## src/rtl/ast_width_downsizer_pkg.sv

```systemverilog
// Shared widths, types and FSM constants for the 256->64 Avalon-ST width downsizer.
package ast_width_downsizer_pkg;

  localparam int DATA_IN_W   = 256;
  localparam int DATA_OUT_W  = 64;
  localparam int CHANNEL_W   = 10;
  localparam int BYTES_IN    = DATA_IN_W / 8;
  localparam int BYTES_OUT   = DATA_OUT_W / 8;
  localparam int EMPTY_IN_W  = (BYTES_IN > 1) ? $clog2(BYTES_IN) : 1;
  localparam int EMPTY_OUT_W = (BYTES_OUT > 1) ? $clog2(BYTES_OUT) : 1;
  localparam int RATIO       = DATA_IN_W / DATA_OUT_W;
  localparam int IDX_W       = (RATIO > 1) ? $clog2(RATIO) : 1;

  typedef logic [CHANNEL_W-1:0]   channel_t;
  typedef logic [EMPTY_IN_W-1:0]  empty_in_t;
  typedef logic [EMPTY_OUT_W-1:0] empty_out_t;
  typedef logic [IDX_W-1:0]       word_idx_t;
  typedef logic [0:0]             state_t;

  localparam state_t ST_IDLE = 1'b0;
  localparam state_t ST_SEND = 1'b1;

endpackage

```

## src/rtl/ast_width_downsizer_tail_calc.sv

```systemverilog
// Combinational tail math: from a beat's eop/empty, the index of its last emitted word
// and the number of unused bytes in that word.
module ast_downsizer_tail_calc
  import ast_width_downsizer_pkg::*;
(
  input  logic       eop,
  input  empty_in_t  empty,
  output word_idx_t  last_idx,
  output empty_out_t last_empty
);

  int vb_m1;

  // vb_m1 is the byte offset of the last valid byte in the beat.
  always_comb begin
    vb_m1 = BYTES_IN - 1;
    if (eop) vb_m1 = BYTES_IN - 1 - int'(empty);
    last_idx   = word_idx_t'(vb_m1 / BYTES_OUT);
    last_empty = eop ? empty_out_t'(BYTES_OUT - 1 - (vb_m1 % BYTES_OUT)) : '0;
  end

endmodule

```

## src/rtl/ast_width_downsizer.sv

```systemverilog
// Avalon-ST 256->64 width downsizer: holds one wide beat and streams it out word 0 first.
// Optional protocol checker enabled by defining AST_DOWNSIZER_PROTO_CHECK_EN.
module ast_width_downsizer
  import ast_width_downsizer_pkg::*;
(
  input  logic                  clk_i,
  input  logic                  srst_i,
  input  logic [DATA_IN_W-1:0]  ast_data_i,
  input  logic                  ast_startofpacket_i,
  input  logic                  ast_endofpacket_i,
  input  logic                  ast_valid_i,
  input  logic [EMPTY_IN_W-1:0] ast_empty_i,
  input  logic [CHANNEL_W-1:0]  ast_channel_i,
  output logic                  ast_ready_o,
  output logic [DATA_OUT_W-1:0] ast_data_o,
  output logic                  ast_startofpacket_o,
  output logic                  ast_endofpacket_o,
  output logic                  ast_valid_o,
  output logic [EMPTY_OUT_W-1:0] ast_empty_o,
  output logic [CHANNEL_W-1:0]  ast_channel_o,
  input  logic                  ast_ready_i,
  output logic                  err_o
);

  state_t                 state_q;
  logic [DATA_IN_W-1:0]   beat_q;
  word_idx_t              idx_q;
  word_idx_t              last_idx_q;
  empty_out_t             last_empty_q;
  logic                   sop_q;
  logic                   eop_q;
  channel_t               channel_q;

  word_idx_t              calc_last_idx;
  empty_out_t             calc_last_empty;
  logic                   in_xfer;
  logic                   out_xfer;
  logic                   last_word;

  ast_downsizer_tail_calc u_tail_calc (
    .eop        (ast_endofpacket_i),
    .empty      (ast_empty_i),
    .last_idx   (calc_last_idx),
    .last_empty (calc_last_empty)
  );

  assign last_word   = (idx_q == last_idx_q);
  assign out_xfer    = ast_valid_o & ast_ready_i;
  assign ast_ready_o = !srst_i & ((state_q == ST_IDLE) | (out_xfer & last_word));
  assign in_xfer     = ast_valid_i & ast_ready_o;

  // A new beat is only accepted when the held one is done, so loading always restarts at word 0.
  always_ff @(posedge clk_i) begin
    if (srst_i) begin
      state_q      <= ST_IDLE;
      beat_q       <= '0;
      idx_q        <= '0;
      last_idx_q   <= '0;
      last_empty_q <= '0;
      sop_q        <= 1'b0;
      eop_q        <= 1'b0;
      channel_q    <= '0;
    end else if (in_xfer) begin
      state_q      <= ST_SEND;
      beat_q       <= ast_data_i;
      idx_q        <= '0;
      last_idx_q   <= calc_last_idx;
      last_empty_q <= calc_last_empty;
      sop_q        <= ast_startofpacket_i;
      eop_q        <= ast_endofpacket_i;
      channel_q    <= ast_channel_i;
    end else if (out_xfer) begin
      if (last_word) state_q <= ST_IDLE;
      else           idx_q   <= idx_q + 1'b1;
    end
  end

  assign ast_valid_o         = (state_q == ST_SEND);
  assign ast_data_o          = beat_q[int'(idx_q)*DATA_OUT_W +: DATA_OUT_W];
  assign ast_startofpacket_o = ast_valid_o & sop_q & (idx_q == '0);
  assign ast_endofpacket_o   = ast_valid_o & eop_q & last_word;
  assign ast_empty_o         = ast_endofpacket_o ? last_empty_q : '0;
  assign ast_channel_o       = channel_q;

`ifdef AST_DOWNSIZER_PROTO_CHECK_EN
  logic     pkt_open_q;
  channel_t open_channel_q;
  logic     err_q;
  logic     proto_viol;

  always_comb begin
    proto_viol = 1'b0;
    if (ast_startofpacket_i && pkt_open_q)                       proto_viol = 1'b1;
    if (!ast_startofpacket_i && !pkt_open_q)                     proto_viol = 1'b1;
    if (pkt_open_q && (ast_channel_i != open_channel_q))         proto_viol = 1'b1;
    if (!ast_endofpacket_i && (ast_empty_i != '0))               proto_viol = 1'b1;
  end

  // Violations are only flagged; the beat itself is forwarded untouched.
  always_ff @(posedge clk_i) begin
    if (srst_i) begin
      pkt_open_q     <= 1'b0;
      open_channel_q <= '0;
      err_q          <= 1'b0;
    end else if (in_xfer) begin
      pkt_open_q     <= !ast_endofpacket_i;
      open_channel_q <= ast_channel_i;
      if (proto_viol) err_q <= 1'b1;
    end
  end

  assign err_o = err_q;
`else
  assign err_o = 1'b0;
`endif

endmodule

```

## config.mk

```make
export PLATFORM = sky130hd
export DESIGN_NAME = ast_width_downsizer
export DESIGN_NICKNAME = d
export VERILOG_FILES = /design/src/rtl/ast_width_downsizer_pkg.sv /design/src/rtl/ast_width_downsizer_tail_calc.sv /design/src/rtl/ast_width_downsizer.sv
export SDC_FILE = /design/constraint.sdc
export NUM_CORES = 1
export LEC_CHECK = 0
export BUFFER_PORTS_ARGS = -buffer_cell sky130_fd_sc_hd__buf_2
export CORE_UTILIZATION = 40
export CTS_CLUSTER_SIZE = 24
export DETAILED_ROUTE_END_ITERATION = 12
export GPL_TIMING_DRIVEN = 0
export HOLD_SLACK_MARGIN = 0.05
export PLACE_DENSITY = 0.69
export SYNTH_ARGS = -nofsm -noshare
export SYNTH_HDL_FRONTEND = slang
export SYNTH_HIERARCHICAL = 1
export SYNTH_SLANG_ARGS = --single-unit
```

## constraint.sdc

```tcl
create_clock -name clk_i -period 2.8 [get_ports clk_i]
set_clock_uncertainty 0.1 [all_clocks]
set_input_delay 0.28 -clock clk_i [delete_from_list [all_inputs] [get_ports clk_i]]
set_output_delay 0.28 -clock clk_i [all_outputs]
set_load 0.02 [all_outputs]
```

After elaboration in Yosys (flattened, before gate mapping)
Cells that the tools add are included.

word-level totals
  output and inout port bits = 82
  bits in registers = 276

operators by class
  reductions and logical operators = 8
  equality and inequality tests = 1
  bitwise logic cells = 12
  mux-type cells = 6
  add/subtract/negate cells = 4
  shift operators = 1

operators by type and width
  kind                                             number
  variable part select 256 x 9 -> 64 bit           1
  2-to-1 mux 32 bit                                1
  bitwise AND 1 bit                                9
  2-to-1 mux 3 bit                                 2
  subtractor 5 x 5 -> 6 bit, first input constant  1
  AND reduction 2 bit                              2
  nonzero test 2 bit                               2
  2-to-1 mux 1 bit                                 3
  OR reduction 3 bit                               1
  subtractor 1 x 3 -> 3 bit, first input constant  1
  adder 2 x 1 -> 2 bit                             1
  adder 2 x 1 -> 2 bit, second input constant      1
  == test 2 bit                                    1
  zero test 2 bit                                  1
  inverter 1 bit                                   2
  OR reduction 2 bit                               1
  zero test 1 bit                                  1
  bitwise OR 1 bit                                 1

Longest topological paths before layout
Gate-level depths: netlist of the first run.

  word-level depth = 7
  mapped depth = 7

Cells and area by module
The synthesis of the first run kept the hierarchy.

modules (own cells, without submodules)
  module                   times used  area each (um2)  seq. area each (um2)  cells each
  ast_width_downsizer      1           11063.1          5525.3                1295
  ast_downsizer_tail_calc  1           26.3             0.0                   5

Least setup slack after synthesis of the first run
No wires, ideal clock.

  kind = register to output
  from = register idx_q[0]
  to = output port ast_data_o[11]
  stages on the path, launching flop included = 5
  arrival time = 1.589 ns
  setup slack = 0.831 ns
  path buffers = 3
  path through = dfxtp_1 buf_2 buf_2 buf_2 mux4_2

on the way
  cells in the longest elaborated chain, start to end = 1

ends and longest elaborated chain
  item                                    RTL line                   text
  start, declared                         ast_width_downsizer.sv:27  word_idx_t idx_q;
  start signal, assigned                  ast_width_downsizer.sv:74  else idx_q <= idx_q + 1'b1;
  variable part select 256 x 9 -> 64 bit  ast_width_downsizer.sv:79  assign ast_data_o = beat_q[int'(idx_q)*DATA_OUT_W +: DATA_OUT_W];
  end, declared                           ast_width_downsizer.sv:15  output logic [DATA_OUT_W-1:0] ast_data_o,

No other way between the ends.

Worst setup path in the final report of the first run
  from = register idx_q[1]
  to = output port ast_data_o[25]

Same word-level chain as after synthesis.

==> results by group, run 1 <==
Setup path
  – Crit path DAT: 2.39 ns
  – CP Launch Type: register
  – Crit path kind: reg -> out
  – CP endpoint kind: output pin
  – Critical Path RT: 2.42 ns
  – FF-to-FF Start: idx_q[0]$_SDFFE_PP0P_
  – R2R Setup Slk: 0.59 ns
  – FF-to-FF End: ast_channel_o[3]$_SDFFE_PP0P_
  – Maximum fanout along the worst path: 10
  – Worst reg2reg path depth: 7
  – Critical Path Source: idx_q[1]$_SDFFE_PP0P_

Clock tree
  – CTS tree: done
  – H-Tree Depth: 1
  – Inserted Clock Buffers: 30
  – CTS Sinks: 276
  – CTS root buffer: clkbuf_16
  – Clock Pin Slew Worst Setup and Hold Paths: 0.06 ns
  – Worst-Skew Late Latency: 0.56 ns
  – Total setup buffers inserted after CTS: 0
  – Clock buffer depth: 3

Timing
  – Slew Viols, Final: 0
  – Final hold vios: 0
  – Rel. slew slack: 42.0%
  – Final Cycle Share: 98.8%
  – RSZ-0062 raised after global routing: yes
  – Final Setup Violations: 0
  – Actual slew at the worst max-slew pin: 0.871 ns
  – Setup Total Neg Slack: 0 ns
  – Hold slack final: 0.104 ns
  – Clock period minus worst slack: 2.77 ns
  – Fmax: 362 MHz

Power
  – Switching Share: 27.6%
  – Clock Power Share: 40.4%
  – Pint: 0.00757 W
  – Maximum vdd drop: 0.439 mV
  – Leakage: 7.38 nW
  – Flop pwr share: 42.0%
  – Gate power share: 17.6%
  – Net Switching: 0.00288 W
  – P per Cell Area: 607 nW/um^2

Finish
  – Final #Nets: 2243
  – Fillers: 2105
  – Sequential Area: 5530 sq um
  – Layout cells sized above 1: 27.5%
  – Area Growth Syn to Fin: 55.2%
  – Commonest non-fill, non-tap cell in the layout: nand2_1
  – Multi-input gate area: 5060 sq um
  – Commonest cells after routing, fill and taps aside: nand2_1, buf_2, dlygate4sd3_1

GRT
  – Vias in the first global route: 13000
  – Total track usage: 32.1%
  – Largest net degree at the start of global routing: 16
  – Initial antenna violation count: 3
  – First-pass GRT wire length: 69800 microns
  – Gr ovfl total: 0

Floorplan
  – Die Area: 28400 sq um
  – FP Rows: 60
  – Die width: 169 microns
  – Io pins: 359
  – Die H: 169 microns
  – Initial Util: 40.9%
  – Core area: 27100 sq um

Outcome
  – Status: finished, final reports clean

Logic synthesis
  – Main combinational cell family by area after synthesis: simple AND/OR/NAND/NOR gates
  – Post-synthesis xor/xnor area fraction: 0.395%
  – Syn Nets: 1578
  – Simple-gate area share of the yosys netlist: 19.3%
  – Leading area contributor after synthesis: dfxtp_1
  – Synth warnings: 6
  – Syn Inst Count: 1300
  – Synth area leaders: dfxtp_1, nand2_1, mux4_2
  – Synth Area in Adders: 0.113%
  – Sequential-to-total area share from yosys stat: 49.8%
  – Post-synthesis compound-gate area fraction: 12.7%
  – Synth Register Bits: 276
  – Synthesized area per cell: 8.53 sq um
  – Synth cell types: 22
  – Syn Std Cell Area: 11100 sq um
  – Mux cell area share after synthesis: 13.1%
  – Synth top area share: 49.8%

Placement
  – GPL Wtd Cong: 0.875
  – Final HPWL DP: 28300 microns
  – IO buf count: 356

Drt
  – DRC violations left: 0
  – DRT iter0 DRCs: 983
  – Via Count: 12500
  – Initial DRT Pass Iterations: 5
  – Post-Route WL: 46300 microns
  – Number of routed nets with antenna violations: 0
  – Via/cell ratio: 5.28
  – Wirelength per Cell: 19.6 microns

Hold path
  – Hold Path Depth: 5
  – Hold_sp: ast_ready_i
  – Worst Hold End: idx_q[0]$_SDFFE_PP0P_
  – Min-delay worst type: in -> reg

Flow run
  – Max Cap Viol: 0
[synth_stat cells, drive strengths merged]
library cell,instances
ha,1
nor3,3
mux2i,1
nor2,1
a21oi,276
and2,6
conb,1
o31a,1
nand3,1
and3,1
o31ai,1
nand2b,1
dfxtp,276
mux4,64
buf,69
clkbuf,39
inv,2
xor2,2
nand2,551
xnor2,3
[how the worst max path moves through the flow]
stage,endpoint,depth (start not counted),slack [ns]
floorplan,ast_data_o[11],4,0.83
global placement,ast_data_o[4],5,-0.13
detailed placement,ast_data_o[4],5,-0.20
CTS,ast_data_o[50],4,0.05
global route,ast_data_o[7],5,-0.03
finish,ast_data_o[25],5,0.03
[power groups by stage]
stage	Clock, W	Combinational, W	Sequential (W)
2_1_floorplan	0	0.000870	0.00442
3_3_place_gp	0	0.00146	0.00444
3_5_place_dp	0	0.00148	0.00446
4_1_cts	0.00425	0.00179	0.00437
5_1_grt	0.00442	0.00198	0.00441
6_report	0.00422	0.00184	0.00438
[critical path: stages (launching register included)]
cell and delay, ns:
dfxtp_1 0.31, buf_2 0.15, clkbuf_2 0.36, clkbuf_2 0.43
mux4_2 0.40, buf_2 0.18
[metrics by stage]
stage | utilization, % | total power (W) | setup slack, ns | cell area, sq um | instances
2_1_floorplan | - | 0.00529 | 0.831 | 11100 | 1300
3_3_place_gp | 49.2 | 0.00590 | -0.131 | 13300 | 2028
3_5_place_dp | 49.2 | 0.00594 | -0.196 | 13300 | 2028
4_1_cts | 63.4 | 0.0104 | 0.0526 | 17200 | 2359
5_1_grt | 63.5 | 0.0108 | -0.0338 | 17200 | 2362
6_report | 63.5 | 0.0104 | 0.0345 | 17200 | 2366
[layout make-up]
| cell class | instances | share of cell area (%) |
|---|---|---|
| repair buffers | 633 | 26.5 |
| inverters | 2 | 0.0436 |
| well taps | 372 | 2.70 |
| flip-flops and latches | 276 | 32.1 |
| clock buffers | 40 | 4.99 |
| plain buffers | 108 | 3.00 |
| multi-input cells | 914 | 29.4 |
| clock inverters | 14 | 1.16 |
| diodes | 7 | 0.102 |
[kinds of logic (layout without fill, tap and decap cells)]
family                     count (synthesis)  in the layout
AOI/OAI and AO/OA                        278            278
xor gates and xnor gates                   5              5
adders and majority gates                  1              1
buffers and inverters                    110            797
DFF                                      276            276
muxes                                     65             65
other                                      1              8
and+or+nand+nor                          564            564
[layer usage]
layer  wire length [microns]  vias up  track usage (%)  part of all wire (%)
met5                       0        -                0                     0
met4                    2820        0             18.8                   6.1
met3                    3310      223             5.45                   7.2
met2                   22700      734             56.5                    49
met1                   17400     5864             36.8                    38
li1                        -     5673                -                     -
[registers in the layout, summed over array words and instances, names as in the netlist]
signal	flops
idx_q	2
sop_q	1
ast_channel_o	10
eop_q	1
beat_q	256
last_idx_q	2
ast_valid_o	1
last_empty_q	3
[repair_timing]
action | in CTS | in global routing
gates resized for setup | 18 | 3
hold buffers | 277 | 0
endpoints found under the setup margin | 39 | 21
endpoints found under the hold margin | 274 | 0
Power figures use the tool's default switching activity.
==> run 2, diff against run 1 <==
--- a/constraint.sdc
+++ b/constraint.sdc
@@ -3,3 +3,3 @@
 set_input_delay 0.28 -clock clk_i [delete_from_list [all_inputs] [get_ports clk_i]]
 set_output_delay 0.28 -clock clk_i [all_outputs]
-set_load 0.02 [all_outputs]
+set_load 0.01 [all_outputs]
==> run 2 against run 1 <==
Effect of this change: sequential cell count stayed put; global-route usage stayed put; non-clock buffer count stayed put; core utilization hardly changed; routed wire length hardly changed; final cell count hardly changed; critical path type unchanged; critical endpoint unchanged; die area stayed put; hold slack better by 0.018 ns.
==> results by group, run 2 (synthesized netlist as in run 1, its figures left out) <==
Drt
  – DRT iter0 DRCs: 998
  – Via/cell ratio: 5.28
  – DRC violations left: 0
  – Via Count: 12500
  – Initial DRT Pass Iterations: 5
  – Post-Route WL: 46300 microns
  – Wirelength per Cell: 19.6 microns
  – Number of routed nets with antenna violations: 0

Timing
  – Final Setup Violations: 0
  – Final Cycle Share: 97.9%
  – Fmax: 365 MHz
  – RSZ-0062 raised after global routing: yes
  – Clock period minus worst slack: 2.74 ns
  – Slew Viols, Final: 0
  – Hold slack final: 0.121 ns
  – Final hold vios: 0
  – Worst setup margin: 0.0590 ns
  – Actual slew at the worst max-slew pin: 0.930 ns
  – Rel. slew slack: 38.0%

Floorplan
  – Die Area: 28400 sq um
  – Core area: 27100 sq um
  – Die width: 169 microns
  – Die H: 169 microns
  – Io pins: 359
  – FP Rows: 60
  – Initial Util: 40.9%

Power
  – P per Cell Area: 604 nW/um^2
  – Maximum vdd drop: 0.435 mV
  – Leakage: 7.38 nW

Placement
  – GPL Wtd Cong: 0.875
  – Place WS: -0.176 ns
  – Final HPWL DP: 28300 microns
  – IO buf count: 356
  – Post-Place Cells: 2028

Finish
  – Sequential Area: 5530 sq um
  – Commonest cells after routing, fill and taps aside: nand2_1, buf_2, dlygate4sd3_1
  – Commonest non-fill, non-tap cell in the layout: nand2_1
  – Number of flip-flops in the largest register: 256
  – Final #Nets: 2243
  – Largest Register: beat_q
  – Area Growth Syn to Fin: 55.1%
  – Non-Filler Instances: 2365
  – Fillers: 2107
  – Multi-input gate area: 5060 sq um
  – Layout cells sized above 1: 27.4%

Flow run
  – Max Cap Viol: 0

Setup path
  – CP endpoint kind: output pin
  – Maximum fanout along the worst path: 10
  – Worst Setup EP: ast_data_o[25]
  – FF-to-FF Start: idx_q[0]$_SDFFE_PP0P_
  – Crit path DAT: 2.36 ns
  – CP Launch Type: register
  – Critical Path Source: idx_q[1]$_SDFFE_PP0P_
  – Critical Path RT: 2.42 ns
  – Worst reg2reg path depth: 7
  – FF-to-FF End: ast_channel_o[3]$_SDFFE_PP0P_
  – Crit path kind: reg -> out
  – R2R Setup Slk: 0.58 ns

Clock tree
  – H-Tree Depth: 1
  – CTS root buffer: clkbuf_16
  – Total setup buffers inserted after CTS: 0
  – CTS Sinks: 276
  – Inserted Clock Buffers: 30
  – CTS tree: done
  – Clock buffer depth: 3
  – Worst-Skew Late Latency: 0.56 ns
  – Clock Pin Slew Worst Setup and Hold Paths: 0.06 ns

GRT
  – Largest net degree at the start of global routing: 16
  – First-pass GRT wire length: 69800 microns
  – Vias in the first global route: 13000
  – Gr ovfl total: 0
  – Total track usage: 32.1%
  – Initial antenna violation count: 3

Outcome
  – Status: finished, final reports clean

Hold path
  – Min-delay worst type: in -> reg
run 2: cell types whose count changed in the layout (fill, tap and decap cells not counted), sizes merged:
cell / before / now
diode: 7 / 6
run 2: how the worst min path moves through the flow:
stage / startpoint / to / slack, ns / cells past startpoint
global route: ast_ready_i / idx_q[0]$_SDFFE_PP0P_ / 0.15 / 5
finish: ast_ready_i / idx_q[0]$_SDFFE_PP0P_ / 0.12 / 5
CTS: ast_ready_i / idx_q[0]$_SDFFE_PP0P_ / 0.07 / 5
global placement: beat_q[62]$_SDFFE_PP0P_ / beat_q[62]$_SDFFE_PP0P_ / 0.33 / 2
floorplan: ast_valid_i / ast_valid_o$_SDFFE_PP0P_ / 0.30 / 2
detailed placement: beat_q[214]$_SDFFE_PP0P_ / beat_q[214]$_SDFFE_PP0P_ / 0.34 / 2
run 2: critical path, stage by stage, from the launching register on:
cell and delay (ns):
dfxtp_1 0.31, buf_2 0.15, clkbuf_2 0.36, clkbuf_2 0.43
mux4_2 0.40, buf_2 0.16
run 2: timing repair:
action	4_1_cts	5_1_grt
endpoints found under the hold margin	274	0
hold buffers	277	0
resized for setup	17	2
setup endpoints to repair	39	5
run 2: through the flow:
stage	setup TNS, ns	total power (W)	area, sq um	util, %
2_1_floorplan	0	0.00522	11100	-
3_3_place_gp	-0.673	0.00583	13300	49.2
3_5_place_dp	-1.30	0.00587	13300	49.2
4_1_cts	0	0.0103	17200	63.4
5_1_grt	-0.0435	0.0107	17200	63.5
6_report	0	0.0104	17200	63.5
run 2: area by class of cell:
cell class	instances	area share, %
diodes	6	0.0873
plain buffers	108	2.99
clock buffers	40	4.99
clock inverters	14	1.16
inverters	2	0.0436
multi-input cells	914	29.4
flip-flops and latches	276	32.1
well taps	372	2.71
repair buffers	633	26.5
run 2: routing by layer:
metal | track usage [%] | wire [microns] | up-vias
li1 | - | - | 5670
met1 | 36.8 | 17500 | 5841
met2 | 56.5 | 22800 | 746
met3 | 5.45 | 3260 | 219
met4 | 18.8 | 2810 | 0
met5 | 0 | 0 | -
run 2: report_power, final:
group | total [W] | switching [W] | leakage, nW | internal, W
clock | 0.00423 | 0.00170 | 0.513 | 0.00252
combinational | 0.00177 | 0.000952 | 4.59 | 0.000820
sequential | 0.00438 | 0.000162 | 2.27 | 0.00422
total | 0.0104 | 0.00282 | 7.38 | 0.00757
